### src/rtl/coin_acceptor.sv
// coin_acceptor
//   Coin-slot front end for the vending machine FSM. It synchronises and
//   debounces the nickel and dime sensor lines and turns each clean rising
//   edge into a coin event. Accepted coins wait in a small circular FIFO.
//   Each queued coin is then presented on coin_code for exactly one cycle,
//   followed by at least GAP_CYCLES idle (00) cycles.
//
// Ports
//   clk         system clock, rising edge
//   rst         synchronous active-high reset
//   coin5_raw   asynchronous nickel-slot sensor (high while coin passes)
//   coin10_raw  asynchronous dime-slot sensor (high while coin passes)
//   enable      1 = accept new coins, 0 = return them (reject pulse)
//   err_clr     clears the sticky jam_err flag
//   coin_code   00 none, 01 nickel, 10 dime (11 never driven)
//   reject      one-cycle pulse: coin seen while enable=0
//   overflow    one-cycle pulse: coin seen while queue full, coin dropped
//   jam_err     sticky: both sensors produced an edge in the same cycle
//   fifo_count  number of queued coins
module coin_acceptor #(
    parameter int DEBOUNCE_CYCLES = 4,
    parameter int GAP_CYCLES      = 1,
    parameter int FIFO_DEPTH      = 4
) (
    input  logic                          clk,
    input  logic                          rst,
    input  logic                          coin5_raw,
    input  logic                          coin10_raw,
    input  logic                          enable,
    input  logic                          err_clr,
    output logic [1:0]                    coin_code,
    output logic                          reject,
    output logic                          overflow,
    output logic                          jam_err,
    output logic [$clog2(FIFO_DEPTH):0]   fifo_count
);

    localparam int PW = $clog2(FIFO_DEPTH);
    localparam int CW = PW + 1;
    localparam int DW = $clog2(DEBOUNCE_CYCLES + 1);
    localparam int GW = (GAP_CYCLES > 1) ? $clog2(GAP_CYCLES) : 1;

    typedef enum logic [1:0] {
        ST_IDLE = 2'd0,
        ST_EMIT = 2'd1,
        ST_GAP  = 2'd2
    } state_t;

    // Channel index 0 = nickel, 1 = dime.
    logic [1:0]    raw_s;
    logic [1:0]    sync1_r;
    logic [1:0]    sync2_r;
    logic [1:0]    stable_r;
    logic [1:0]    stable_d_r;
    logic [1:0]    event_r;
    logic [DW-1:0] db_cnt_r [2];

    logic [1:0]    fifo_mem_r [FIFO_DEPTH];
    logic [PW-1:0] wr_ptr_r;
    logic [PW-1:0] rd_ptr_r;

    state_t        state_r;
    logic [GW-1:0] gap_cnt_r;

    logic          jam_s;
    logic          single_s;
    logic          full_s;
    logic          pop_s;
    logic          push_s;
    logic          reject_s;
    logic          overflow_s;
    logic [1:0]    push_code_s;

    assign raw_s = {coin10_raw, coin5_raw};

    // Two-flop synchroniser on both raw sensor lines.
    always_ff @(posedge clk) begin
        if (rst) begin
            sync1_r <= 2'b00;
            sync2_r <= 2'b00;
        end else begin
            sync1_r <= raw_s;
            sync2_r <= sync1_r;
        end
    end

    // Debounce: a level change is accepted only after DEBOUNCE_CYCLES
    // consecutive synchronised samples disagree with the stable level.
    always_ff @(posedge clk) begin
        if (rst) begin
            stable_r <= 2'b00;
            for (int i = 0; i < 2; i++) begin
                db_cnt_r[i] <= {DW{1'b0}};
            end
        end else begin
            for (int i = 0; i < 2; i++) begin
                if (sync2_r[i] != stable_r[i]) begin
                    if (db_cnt_r[i] == DW'(DEBOUNCE_CYCLES - 1)) begin
                        stable_r[i] <= sync2_r[i];
                        db_cnt_r[i] <= {DW{1'b0}};
                    end else begin
                        db_cnt_r[i] <= db_cnt_r[i] + DW'(1);
                    end
                end else begin
                    db_cnt_r[i] <= {DW{1'b0}};
                end
            end
        end
    end

    // Registered rising-edge detect on the debounced levels.
    always_ff @(posedge clk) begin
        if (rst) begin
            stable_d_r <= 2'b00;
            event_r    <= 2'b00;
        end else begin
            stable_d_r <= stable_r;
            event_r    <= stable_r & ~stable_d_r;
        end
    end

    // Event arbitration: jam beats everything, then reject, then push/overflow.
    // A full queue still accepts a coin when the emitter pops in the same cycle.
    always_comb begin
        jam_s       = event_r[0] & event_r[1];
        single_s    = event_r[0] ^ event_r[1];
        full_s      = (fifo_count == CW'(FIFO_DEPTH));
        pop_s       = (state_r == ST_IDLE) && (fifo_count != {CW{1'b0}});
        push_s      = 1'b0;
        reject_s    = 1'b0;
        overflow_s  = 1'b0;
        push_code_s = 2'b00;
        if (single_s) begin
            push_code_s = event_r[0] ? 2'b01 : 2'b10;
            if (!enable) begin
                reject_s = 1'b1;
            end else if (!full_s || pop_s) begin
                push_s = 1'b1;
            end else begin
                overflow_s = 1'b1;
            end
        end else begin
            push_code_s = 2'b00;
        end
    end

    // Status outputs: one-cycle reject/overflow pulses and sticky jam flag.
    // A new jam wins over a simultaneous err_clr.
    always_ff @(posedge clk) begin
        if (rst) begin
            reject   <= 1'b0;
            overflow <= 1'b0;
            jam_err  <= 1'b0;
        end else begin
            reject   <= reject_s;
            overflow <= overflow_s;
            if (jam_s) begin
                jam_err <= 1'b1;
            end else if (err_clr) begin
                jam_err <= 1'b0;
            end else begin
                jam_err <= jam_err;
            end
        end
    end

    // Coin queue storage; contents are don't-care until written.
    always_ff @(posedge clk) begin
        if (push_s) begin
            fifo_mem_r[wr_ptr_r] <= push_code_s;
        end
    end

    // Queue pointers and occupancy; pointers wrap naturally (power-of-two depth).
    always_ff @(posedge clk) begin
        if (rst) begin
            wr_ptr_r   <= {PW{1'b0}};
            rd_ptr_r   <= {PW{1'b0}};
            fifo_count <= {CW{1'b0}};
        end else begin
            if (push_s) begin
                wr_ptr_r <= wr_ptr_r + PW'(1);
            end
            if (pop_s) begin
                rd_ptr_r <= rd_ptr_r + PW'(1);
            end
            case ({push_s, pop_s})
                2'b10:   fifo_count <= fifo_count + CW'(1);
                2'b01:   fifo_count <= fifo_count - CW'(1);
                default: fifo_count <= fifo_count;
            endcase
        end
    end

    // Emit FSM: one-cycle coin code, then a forced idle gap.
    always_ff @(posedge clk) begin
        if (rst) begin
            state_r   <= ST_IDLE;
            coin_code <= 2'b00;
            gap_cnt_r <= {GW{1'b0}};
        end else begin
            case (state_r)
                ST_IDLE: begin
                    if (pop_s) begin
                        coin_code <= fifo_mem_r[rd_ptr_r];
                        state_r   <= ST_EMIT;
                    end else begin
                        coin_code <= 2'b00;
                    end
                end
                ST_EMIT: begin
                    coin_code <= 2'b00;
                    gap_cnt_r <= GW'(GAP_CYCLES - 1);
                    state_r   <= ST_GAP;
                end
                ST_GAP: begin
                    coin_code <= 2'b00;
                    if (gap_cnt_r == {GW{1'b0}}) begin
                        state_r <= ST_IDLE;
                    end else begin
                        gap_cnt_r <= gap_cnt_r - GW'(1);
                    end
                end
                default: begin
                    coin_code <= 2'b00;
                    state_r   <= ST_IDLE;
                end
            endcase
        end
    end

endmodule

### config.mk
export PLATFORM = sky130hd
export DESIGN_NAME = coin_acceptor
export DESIGN_NICKNAME = d
export VERILOG_FILES = /design/src/rtl/coin_acceptor.sv
export SDC_FILE = /design/constraint.sdc
export NUM_CORES = 1
export LEC_CHECK = 0
export BUFFER_PORTS_ARGS = -buffer_cell sky130_fd_sc_hd__buf_2
export CORE_MARGIN = 5
export CORE_UTILIZATION = 50
export DETAILED_ROUTE_END_ITERATION = 8
export PLACE_DENSITY = 0.73
export SLEW_MARGIN = 20
export SYNTH_ARGS = -nofsm -noshare
export SYNTH_HDL_FRONTEND = slang
export SYNTH_SLANG_ARGS = --single-unit
### constraint.sdc
create_clock -name clk -period 2.3 [get_ports clk]
set_input_delay 0.345 -clock clk [delete_from_list [all_inputs] [get_ports clk]]
set_output_delay 0.345 -clock clk [all_outputs]
set_load 0.01 [all_outputs]
Word-level counts from Yosys, hierarchy flattened. Memory sizes are Yosys's and may differ from the RTL's. A register that Yosys moved wholly into a read port is not among the register bits. Index checks and enable logic that the tools add are counted.

Register bits after elaboration: 23. Bits in writable memories: 14. Output and inout bits: 8. Logic and storage cells: 109. Memories: 2.

$add $sub $neg: 7. Equality and inequality tests: 11. Muxes and demuxes: 47. Bitwise gates (word level): 14. Reductions and logical operators: 14.

Memory list: fifo_mem_r (depth 4, width 2, rd ports 1, clocked after memory_dff 1, write ports 1, RTL line 58) `logic [1:0] fifo_mem_r [FIFO_DEPTH];`; db_cnt_r (depth 2, width 3, rd ports 2, clocked after memory_dff 0, write ports 2, RTL line 56) `logic [DW-1:0] db_cnt_r [2];`.

Operators with widths (count): $mux W1 (34); $mux W3 (6); $add A3 B1 Y3 const B (3); $mux W2 (4); $eq A3 B2 Y1 const B (2); $or A1 B1 Y1 (6); $pmux W2 S3 (1); $pmux W3 S2 (1); $reduce_and A2 Y1 (3); $reduce_bool A2 Y1 (3); $reduce_or A3 Y1 (2); $add A2 B1 Y2 const B (2); $eq A2 B1 Y1 const B (2); $eq A2 B2 Y1 const B (2); $ne A2 B2 Y1 const B (2); $not A1 Y1 (4); $eq A3 B3 Y1 const B (1); $reduce_bool A3 Y1 (1); $sub A3 B1 Y3 const B (1); $and A2 B2 Y2 (1); $logic_not A2 Y1 (1); $ne A1 B1 Y1 (2); $not A2 Y2 (1); $pmux W1 S2 (1); other kinds (7) (7).

Depth between registers and ports, before layout. Gate-level depths: netlist (run 1).

Depth after elaboration: 8. Depth in mapped cells: 11. Depth with buffers taken out: 11.

Worst setup path before layout (run 1). OpenSTA, ideal clock, no wires.

Path type: reg-to-reg. Start: reg event_r[0]. End: reg fifo_count[2]. Setup time: 0.071 ns. Arrival time: 2.112 ns. Slack: 0.117 ns. Cell stages (with the launch flop): 12. Period minus slack after synthesis: 2.183 ns. Path through: dfxtp_1 -> inv_1 -> ha_1 -> nand2b_1 -> a21oi_1 -> inv_1 -> ha_1 -> inv_1 -> fa_1 -> xor2_1 -> or3_1 -> a21oi_1.

Word-level cells in the longest chain between the ends: 4.

Ends and longest elaborated chain: start, declared (RTL line 55) `logic [1:0] event_r;`; start signal, assigned (RTL line 118) `event_r <= stable_r & ~stable_d_r;`; $xor A1 B1 Y1 * (RTL line 126) `single_s = event_r[0] ^ event_r[1];`; $mux W1 * (RTL line 133) `if (single_s) begin`; $eq A2 B1 Y1 / $eq A2 B2 Y1 (equally long branches) (RTL line 187) `case ({push_s, pop_s})`; $pmux W3 S2 / $reduce_bool A2 Y1 (equally long branches); end signal, assigned (RTL line 188) `2'b10: fifo_count <= fifo_count + CW'(1);`; end signal, assigned (RTL line 189) `2'b01: fifo_count <= fifo_count - CW'(1);`; end signal, assigned (RTL line 190) `default: fifo_count <= fifo_count;`; end, declared (RTL line 35) `output logic [$clog2(FIFO_DEPTH):0] fifo_count`.

Mark *: on every way between the ends. The rest lies on a longest branch, timed or not. A chain may end at the register's enable or synchronous reset.

Worst setup path in the final report (run 1).
Start: reg state_r[1]. End: reg fifo_count[2].

Word-level cells in the longest chain between the ends: 8.

Ends and longest elaborated chain: start, declared (RTL line 62) `state_t state_r;`; start signal, assigned (RTL line 198) `state_r <= ST_IDLE;`; start signal, assigned (RTL line 206) `state_r <= ST_EMIT;`; start signal, assigned (RTL line 214) `state_r <= ST_GAP;`; $logic_not A2 Y1 * (RTL line 128) `pop_s = (state_r == ST_IDLE) && (fifo_count != {CW{1'b0}});`; $logic_and A1 B1 Y1 * (RTL line 128); net pop_s (RTL line 68) `logic pop_s;`; $logic_or A1 B1 Y1 (RTL line 137) `end else if (!full_s || pop_s) begin`; $mux W1 (RTL line 137); $mux W1 (RTL line 135) `if (!enable) begin`; $mux W1 (RTL line 133); $eq A2 B1 Y1 / $eq A2 B2 Y1 (equally long branches) (RTL line 187); $pmux W3 S2 / $reduce_bool A2 Y1 (equally long branches).

Mark *: on every way through the listed nets, which the timed path passes. The rest lies on a longest branch.

==> results of run 1 <==
==> layout make-up <==
cell class / count / share of cell area (%)
sequential: 38 / 49.6
inverter: 16 / 3.29
clock inverter: 2 / 0.548
timing repair buffer: 16 / 4.79
clock buffer: 6 / 2.26
tap: 44 / 3.01
multi-input combinational: 85 / 36.6
==> power by group through the flow <==
stage               logic, W  registers (W)  clock network [W]
finish              0.000494       0.000814           0.000323
global route        0.000552       0.000824           0.000386
CTS                 0.000450       0.000807           0.000337
detailed placement  0.000442       0.000817                  0
global placement    0.000412       0.000813                  0
floorplan           0.000323       0.000824                  0
==> critical path: stages, from the launching register on <==
cell and delay (ns):
dfxtp_1 0.32, or2_1 0.24, or2_4 0.27, inv_2 0.07, ha_2 0.18, inv_1 0.06, fa_2 0.34, xor2_1 0.17
or3_1 0.34, a21oi_2 0.13
==> kinds of logic after synthesis <==
kind of cell | synth area share [%]
other | 0.234
buffers and inverters | 4.93
AND/OR/NAND/NOR | 16.6
AO/OA/AOI/OAI | 5.08
flip-flops | 56.3
multiplexers | 4.07
XOR/XNOR | 2.19
adder cells (fa/ha/maj) | 10.6
==> synth_stat cells <==
library cell and count:
nor2_1 13, nand2b_1 2, buf_6 1, edfxtp_1 14, dfxtp_1 24, inv_1 15
a21oi_2 1, xor2_1 2, ha_1 12, xnor2_1 2, and2_1 4, or2_1 2
mux2i_1 2, conb_1 1, o21ai_1 1, o31ai_1 1, a2111oi_0 2, fa_1 1
nor3b_1 3, a211o_1 2, and3_1 2, nor3_1 3, or4_1 1, clkbuf_1 2
mux4_2 2, or4_4 1, or3_1 3, nor2b_1 10, nor3b_2 1, o21ai_0 1
inv_2 1, a21oi_1 4, nand2_1 1
==> state kept, by name (all words and copies together) (netlist names) <==
register	count
fifo_mem_r	8
db_cnt_r	6
fifo_count	3
coin_code	2
event_r	2
rd_ptr_r	2
stable_d_r	2
stable_r	2
state_r	2
sync1_r	2
sync2_r	2
wr_ptr_r	2
jam_err	1
overflow	1
reject	1
==> worst max path at each step <==
stage	start	endpoint	slack, ns
6_report	state_r[1]$_SDFFE_PP0P_	fifo_count[2]$_SDFFE_PP0P_	0.11
5_1_grt	event_r[0]$_SDFF_PP0_	fifo_count[2]$_SDFFE_PP0P_	-0.001
4_1_cts	event_r[0]$_SDFF_PP0_	fifo_count[2]$_SDFFE_PP0P_	0.02
3_5_place_dp	event_r[0]$_SDFF_PP0_	fifo_count[2]$_SDFFE_PP0P_	-0.02
3_3_place_gp	event_r[0]$_SDFF_PP0_	fifo_count[2]$_SDFFE_PP0P_	0.14
2_1_floorplan	event_r[0]$_SDFF_PP0_	fifo_count[2]$_SDFFE_PP0P_	0.12
==> per-stage QoR <==
stage	hold WS (ns)	setup TNS [ns]	power (W)
after global placement	0.372	0	0.00123
final	0.207	0	0.00163
after CTS	0.174	0	0.00160
after floorplan	0.367	0	0.00115
after global routing	0.171	-0.00138	0.00176
after detailed placement	0.390	-0.0249	0.00126
==> layer usage <==
metal,share of wire [%],wire (um)
met5,0,0
met4,2.3,60
met3,5.2,134
met2,49,1250
met1,44,1120
==> repair_timing <==
item                                    CTS  global route
gates resized for setup                   2             9
endpoints found under the setup margin    1             2
pin swaps                                 0             1
setup buffers                             1             0
==> results_dict.tcl, run 1 <==
set metrics [dict create \
    layout.nets 181 \
    finish.instance_area_sq_mm 0.00183 \
    cts_tree "built" \
    cts_sinks 38 \
    place.gp.congestion 0.735 \
    comb_power_share_pct 30.3 \
    drt_wl_total_um 2570 \
    overflow 0 \
    wire_per_inst_um 12.4 \
    antenna_found_initial 0 \
    clock_latency_ns 0.34 \
    swShare_pct 32.8 \
    cp_max_fo 4 \
    hold_path_class "primary input to flop" \
    endpoint_kind "flop" \
    r2r_cells 9 \
    hold_violations 0 \
    fp.dieW_um 66.6 \
    grt_max_degree 28 \
    grt_usage_pct 14.1 \
    drv_slew 0 \
    busiest_layer "met2" \
    holdPathStages 2 \
    cts.htree.levels 2 \
    yosysWarnings 0 \
    use_met3_pct 6.41 \
    yosysTopAreaCell "dfxtp_1" \
    use_met1_pct 15.8 \
    register_area_sq_um 906 \
    syn2layout_area_growth_pct 14.2 \
    drc 0 \
    outcome "finished clean" \
    synth_cell_types 33 \
    irDropWorstVdd_mv 0.500 \
    final_util_pct 59.9 \
    worstHoldStart "coin5_raw" \
    nFillCells 280 \
    r2r_slack_ns 0.11 \
    clock_skew_ns 0.00711 \
    final_cell_mix "dfxtp_1 (20), inv_1 (15), edfxtp_1 (14), nor2_1 (13), buf_2 (13)" \
    switching_power_w 0.000534 \
    yosysTopAreaCellShare_pct 30.0 \
    fmax_mhz 457 \
    synth.top_cells.by_area "dfxtp_1 (30%), edfxtp_1 (26%), ha_1 (9.4%)" \
    r2r_start "state_r[1]$_SDFFE_PP0P_" \
    leakage_nw 0.765 \
    cts_made_buffers 5 \
    required_ns 2.57 \
    p_clk_share_pct 19.8 \
    layout.cells.non_filler 207 \
    pre_cts_ws_ns -0.0249 \
    syn_inst 137 \
    num_rows 20 \
    n_antenna_cell 0 \
    start_kind "flop" \
    synthesis.area_sq_mm 0.00160 \
    grt_pass1_wl_um 4510 \
    initialDrtViolationCount 33 \
    timing.final.crit_share_pct 95.2 \
    cts.path.max_buffers 2 \
    antenna_left 0 \
    powerDensity_mw_per_mm2 892 \
    cts.clk_slew.worst_paths_ns 0.10 \
    root_buffer "clkbuf_4" \
    place_inst 198 \
    hold-path-endpoint "sync1_r[0]$_SDFF_PP0_" \
    yosysSeqAreaShare_pct 56.3 \
    layout_min_cycle_time_ns 2.19 \
    dpl_cell_area_sq_mm 0.00174 \
    die_area_sq_mm 0.00443 \
    p_int_w 0.00110 \
    cts_hold_buf 0 \
    drv_cap 0 \
    drive_above_1_share_pct 23.9 \
    start_util_pct 52.4 \
    numPortBuffers 13 \
    reg2reg_to "fifo_count[2]$_SDFFE_PP0P_" \
    avgSynthCellArea_sq_um 11.7 \
    via_count 976 \
    core_area_sq_mm 0.00305 \
    dp_hpwl_um 1820 \
    arrival_ns 2.46 \
    layout_commonest_cell "dfxtp_1" \
    grt_pass1_vias 1015 \
    vias_per_cell 4.71 \
    num_io_pins 14 \
    yosys_register_bits 38 \
    crit_type "flop to flop" \
    seqPwrFrac_pct 49.9 \
    setup_viol 0 \
    multiInputGateArea_sq_um 668 \
    postLayoutSetupSlackWorst_ns 0.111 \
    die_y_um 66.6 \
    firstDrtPassIters 4 \
    use_met2_pct 22.4 \
]
No activity file was read; power rests on OpenSTA's default activity.
==> run 2, diff against run 1 <==
--- a/config.mk
+++ b/config.mk
@@ -9,5 +9,5 @@
 export CORE_MARGIN = 5
-export CORE_UTILIZATION = 50
+export CORE_UTILIZATION = 52
 export DETAILED_ROUTE_END_ITERATION = 8
-export PLACE_DENSITY = 0.73
+export PLACE_DENSITY = 0.76
 export SLEW_MARGIN = 20
==> constraint.sdc (replaced) <==
create_clock -name clk -period 2.3 [get_ports clk]
set_input_delay 0.115 -clock clk [delete_from_list [all_inputs] [get_ports clk]]
set_output_delay 0.115 -clock clk [all_outputs]
set_load 0.01 [all_outputs]
==> results_dict.tcl, run 2 (synthesis results as in run 1) <==
set metrics [dict create \
    outcome "finished clean" \
    num_io_pins 14 \
    grt_usage_pct 12.7 \
    drv_cap 0 \
    finish.instance_area_sq_mm 0.00188 \
    crit_type "flop to flop" \
    overflow 0 \
    layout_min_cycle_time_ns 2.16 \
    initialDrtViolationCount 12 \
    critPathMostFrequentCell "inv_1" \
    use_met1_pct 15.6 \
    num_rows 20 \
    place.gp.congestion 0.739 \
    regMostFlops "fifo_mem_r" \
    fmax_mhz 462 \
    clock_skew_ns 0.0128 \
    core_area_sq_mm 0.00300 \
    critPathMaxStageDelay_ns 0.35 \
    hold_path_class "primary input to flop" \
    antenna_found_initial 0 \
    layout.nets 185 \
    via_count 960 \
    die_y_um 65.5 \
    root_buffer "clkbuf_4" \
    drc 0 \
    grt_pass1_wl_um 4020 \
    required_ns 2.57 \
    antenna_left 0 \
    top_regs "fifo_mem_r (8), db_cnt_r (6), fifo_count (3)" \
    n_antenna_cell 0 \
    wire_per_inst_um 11.6 \
    cts.htree.levels 2 \
    numPortBuffers 13 \
    use_met2_pct 19.5 \
    vias_per_cell 4.80 \
    use_met3_pct 5.30 \
    layout_commonest_cell "dfxtp_1" \
    syn2layout_area_growth_pct 17.4 \
    irDropWorstVdd_mv 0.526 \
    start_util_pct 53.3 \
    start_kind "flop" \
    drive_above_1_share_pct 22.2 \
    crit_start "event_r[0]$_SDFF_PP0_" \
    dp_hpwl_um 1620 \
    cts_tree "built" \
    crit_chain "inv_1, ha_1, nand2b_4, a21oi_2, inv_1, ha_2, inv_1, fa_2, xor2_1, or3_1, a21oi_1" \
    timing.final.crit_share_pct 94.1 \
    cts.clk_slew.worst_paths_ns 0.11 \
    busiest_layer "met2" \
    largest_reg_flops 8 \
    endpoint_kind "flop" \
    cp_max_fo 5 \
    path_buf_inv 3 \
    cts.path.max_buffers 2 \
    grt_pass1_vias 926 \
    cts_sinks 38 \
    drv_slew 0 \
    powerDensity_mw_per_mm2 933 \
    drt_wl_total_um 2330 \
    clock_latency_ns 0.34 \
    arrival_ns 2.43 \
    final_cell_mix "dfxtp_1 (21), inv_1 (15), edfxtp_1 (14), nor2_1 (13), buf_2 (13)" \
    setup_viol 0 \
    fp.dieW_um 65.5 \
    grt_max_degree 28 \
    setup_tns_ns 0 \
    cp_slowest_cell "dfxtp_2" \
    r2r_start "event_r[0]$_SDFF_PP0_" \
    cts_made_buffers 5 \
    firstDrtPassIters 4 \
    dpl_cell_area_sq_mm 0.00172 \
    leakage_nw 0.794 \
    worstHoldStart "err_clr" \
    die_area_sq_mm 0.00429 \
    hold_violations 0 \
    cp_top_family "adder cells" \
]
-- run 2: cell types whose count changed in the layout (fill, tap and decap cells not counted), sizes merged --
cell         previous run  this run
buf                    16        17
dlygate4sd3             0         3
clkinv                  2         0
bufinv                  0         1
clkbuf                  6         7
-- run 2: timing repair --
item | CTS | global route
hold endpoints to repair | 3 | 0
resized for setup | 0 | 8
setup endpoints to repair | 0 | 2
setup buffers | 0 | 2
hold buffers | 3 | 0
-- run 2: worst reg2reg max path, delay by kind of cell (launching register included) --
family	cells	cell delay (ns)
AO/OA/AOI/OAI	2	0.19
XOR/XNOR	1	0.15
adder cells (fa/ha/maj)	3	0.80
buffers and inverters	3	0.16
flip-flops	1	0.35
AND/OR/NAND/NOR	2	0.44
-- run 2: worst paths after layout --
kind / to / slack [ns] / depth (start not counted)
worst max-delay path: fifo_count[2]$_SDFFE_PP0P_ / 0.14 / 11
worst min-delay path: jam_err$_SDFFE_PP0P_ / 0.06 / 4
worst min register to register: event_r[0]$_SDFF_PP0_ / 0.38 / 1
worst max register to register: fifo_count[2]$_SDFFE_PP0P_ / 0.14 / 11
-- run 2: power breakdown --
group	internal (W)	switching, W
sequential	0.000758	0.0000534
combinational	0.000218	0.000255
clock	0.000260	0.000208
total	0.00124	0.000517
-- run 2: through the flow --
stage / setup slack, ns / total power (W) / util [%] / std cells / hold WS, ns
2_1_floorplan: 0.117 / 0.00115 / - / 142 / 0.193
3_3_place_gp: 0.144 / 0.00122 / 57.3 / 187 / 0.313
3_5_place_dp: 0.0611 / 0.00124 / 57.3 / 187 / 0.307
4_1_cts: 0.0313 / 0.00172 / 61.2 / 198 / 0.0541
5_1_grt: -0.00129 / 0.00187 / 62.5 / 200 / 0.0817
6_report: 0.136 / 0.00175 / 62.5 / 200 / 0.0614
-- run 2: cell type report --
cell class | instances | area, sq um
fill | 224 | 1120
sequential | 38 | 905
multi-input combinational | 85 | 662
timing repair buffer | 20 | 125
inverter | 16 | 60.1
clock buffer | 7 | 55.1
tap | 33 | 41.3
clock inverter | 1 | 30.0
-- run 2: routing by layer --
metal	routed length [um]	part of all wire (%)
met2	1100	47
met4	34	1.5
met1	1060	46
met3	134	5.8
met5	0	0
==> run 3, diff against run 2 <==
CTS_BUF_LIST = sky130_fd_sc_hd__clkbuf_16   (was not set)
==> results_dict.tcl, run 3 (synthesis results as in run 1) <==
set metrics [dict create \
    p_int_w 0.00151 \
    layout_commonest_cell "dfxtp_1" \
    largest_reg_flops 8 \
    grt_max_degree 28 \
    regMostFlops "fifo_mem_r" \
    outcome "finished clean" \
    postLayoutSetupSlackWorst_ns 0.101 \
    setup_tns_ns 0 \
    leakage_nw 0.823 \
    crit_type "flop to flop" \
    seqPwrFrac_pct 38.9 \
    place.gp.congestion 0.739 \
    numPortBuffers 13 \
    powerDensity_mw_per_mm2 1080 \
    finish.instance_area_sq_mm 0.00194 \
    grt_pass1_wl_um 4230 \
    setup_viol 0 \
    die_y_um 65.5 \
    cts.clk_slew.worst_paths_ns 0.05 \
    p_clk_share_pct 35.6 \
    dpl_cell_area_sq_mm 0.00172 \
    clock_skew_ns 0.00447 \
    firstDrtPassIters 4 \
    num_rows 20 \
    comb_power_share_pct 25.5 \
    critPathMaxStageDelay_ns 0.34 \
    final_cell_mix "dfxtp_1 (20), inv_1 (15), edfxtp_1 (14), nor2_1 (13), buf_2 (13)" \
    dp_hpwl_um 1620 \
    wire_per_inst_um 12.4 \
    layout.nets 182 \
    vias_per_cell 4.87 \
    critPathMostFrequentCell "inv_1" \
    via_count 959 \
    hold_violations 0 \
    initialDrtViolationCount 28 \
    swShare_pct 28.0 \
    irDropWorstVdd_mv 0.612 \
    drc 0 \
    fp.dieW_um 65.5 \
    crit_chain "inv_1, ha_1, nand2b_4, a21oi_4, inv_2, ha_4, inv_1, fa_2, xor2_1, or3_1, a21oi_1" \
    die_area_sq_mm 0.00429 \
    cp_slowest_cell "fa_2" \
    layout_min_cycle_time_ns 2.20 \
    holdWs_ns 0.0565 \
    antenna_found_initial 0 \
    grt_pass1_vias 955 \
    n_antenna_cell 0 \
    cts_hold_buf 0 \
    nFillCells 215 \
    switching_power_w 0.000586 \
    timing.final.crit_share_pct 95.6 \
    syn2layout_area_growth_pct 21.5 \
    cts_sinks 38 \
    multiInputGateArea_sq_um 679 \
    arrival_ns 2.39 \
    drv_slew 0 \
    cts.htree.levels 2 \
    start_util_pct 53.3 \
    drt_wl_total_um 2450 \
    hold_path_class "primary input to flop" \
    num_io_pins 14 \
    cts_tree "built" \
    required_ns 2.50 \
    drive_above_1_share_pct 23.2 \
    drv_cap 0 \
    overflow 0 \
    pre_cts_ws_ns 0.0611 \
    register_area_sq_um 906 \
    endpoint_kind "flop" \
    rsz0062_at_grt "no" \
    antenna_left 0 \
    cts_made_buffers 5 \
    core_area_sq_mm 0.00300 \
    cts.path.max_buffers 2 \
    start_kind "flop" \
    fmax_mhz 455 \
    top_regs "fifo_mem_r (8), db_cnt_r (6), fifo_count (3)" \
    cp_max_fo 5 \
    root_buffer "clkbuf_16" \
    final_util_pct 64.8 \
    grt_usage_pct 13.7 \
    clock_latency_ns 0.28 \
]
-- run 3: per-stage QoR --
stage	instances	total power, W
after floorplan	142	0.00115
after global placement	187	0.00122
after detailed placement	187	0.00124
after CTS	195	0.00207
after global routing	197	0.00221
final	197	0.00210
-- run 3: repair_timing --
action / 4_1_cts / 5_1_grt
gates resized for setup: 4 / 8
setup buffers: 0 / 2
endpoints found under the setup margin: 1 / 2
-- run 3: critical path: cells and delay by family, from the launching register on --
family,cells,cell delay (ns)
buf+inv,3,0.17
compound gates,2,0.19
flops,1,0.33
xor+xnor,1,0.16
simple gates,2,0.47
fa+ha+maj,3,0.78
-- run 3: final timing paths --
kind	startpoint	cells past startpoint	endpoint	slack, ns
min	coin5_raw	2	sync1_r[0]$_SDFF_PP0_	0.06
max	event_r[0]$_SDFF_PP0_	11	fifo_count[2]$_SDFFE_PP0P_	0.10
max reg2reg	event_r[0]$_SDFF_PP0_	11	fifo_count[2]$_SDFFE_PP0P_	0.10
min reg2reg	stable_d_r[0]$_SDFF_PP0_	1	event_r[0]$_SDFF_PP0_	0.37
-- run 3: metal layers --
| layer | vias up | track usage, % | part of all wire, % |
|---|---|---|---|
| met1 | 430 | 16.4 | 46 |
| li1 | 507 | - | - |
| met3 | 5 | 5.81 | 4.4 |
| met5 | - | 0 | 0 |
| met2 | 17 | 20.4 | 47 |
| met4 | 0 | 8.03 | 2.5 |
-- run 3: layout make-up --
class                           instances  area share (%)
Tap cell                               33            2.12
Clock inverter                          3            1.93
Sequential cell                        38            46.6
Clock buffer                            5            6.44
Timing Repair Buffer                   17            4.89
Inverter                               16            3.09
Multi-Input combinational cell         85            34.9
-- run 3: power groups by stage --
stage                     clock network [W]  registers, W  logic, W
after CTS                          0.000761      0.000809  0.000498
after global routing               0.000803      0.000822  0.000579
after floorplan                           0      0.000824  0.000323
after global placement                    0      0.000812  0.000411
final                              0.000746      0.000815  0.000535
after detailed placement                  0      0.000818  0.000424
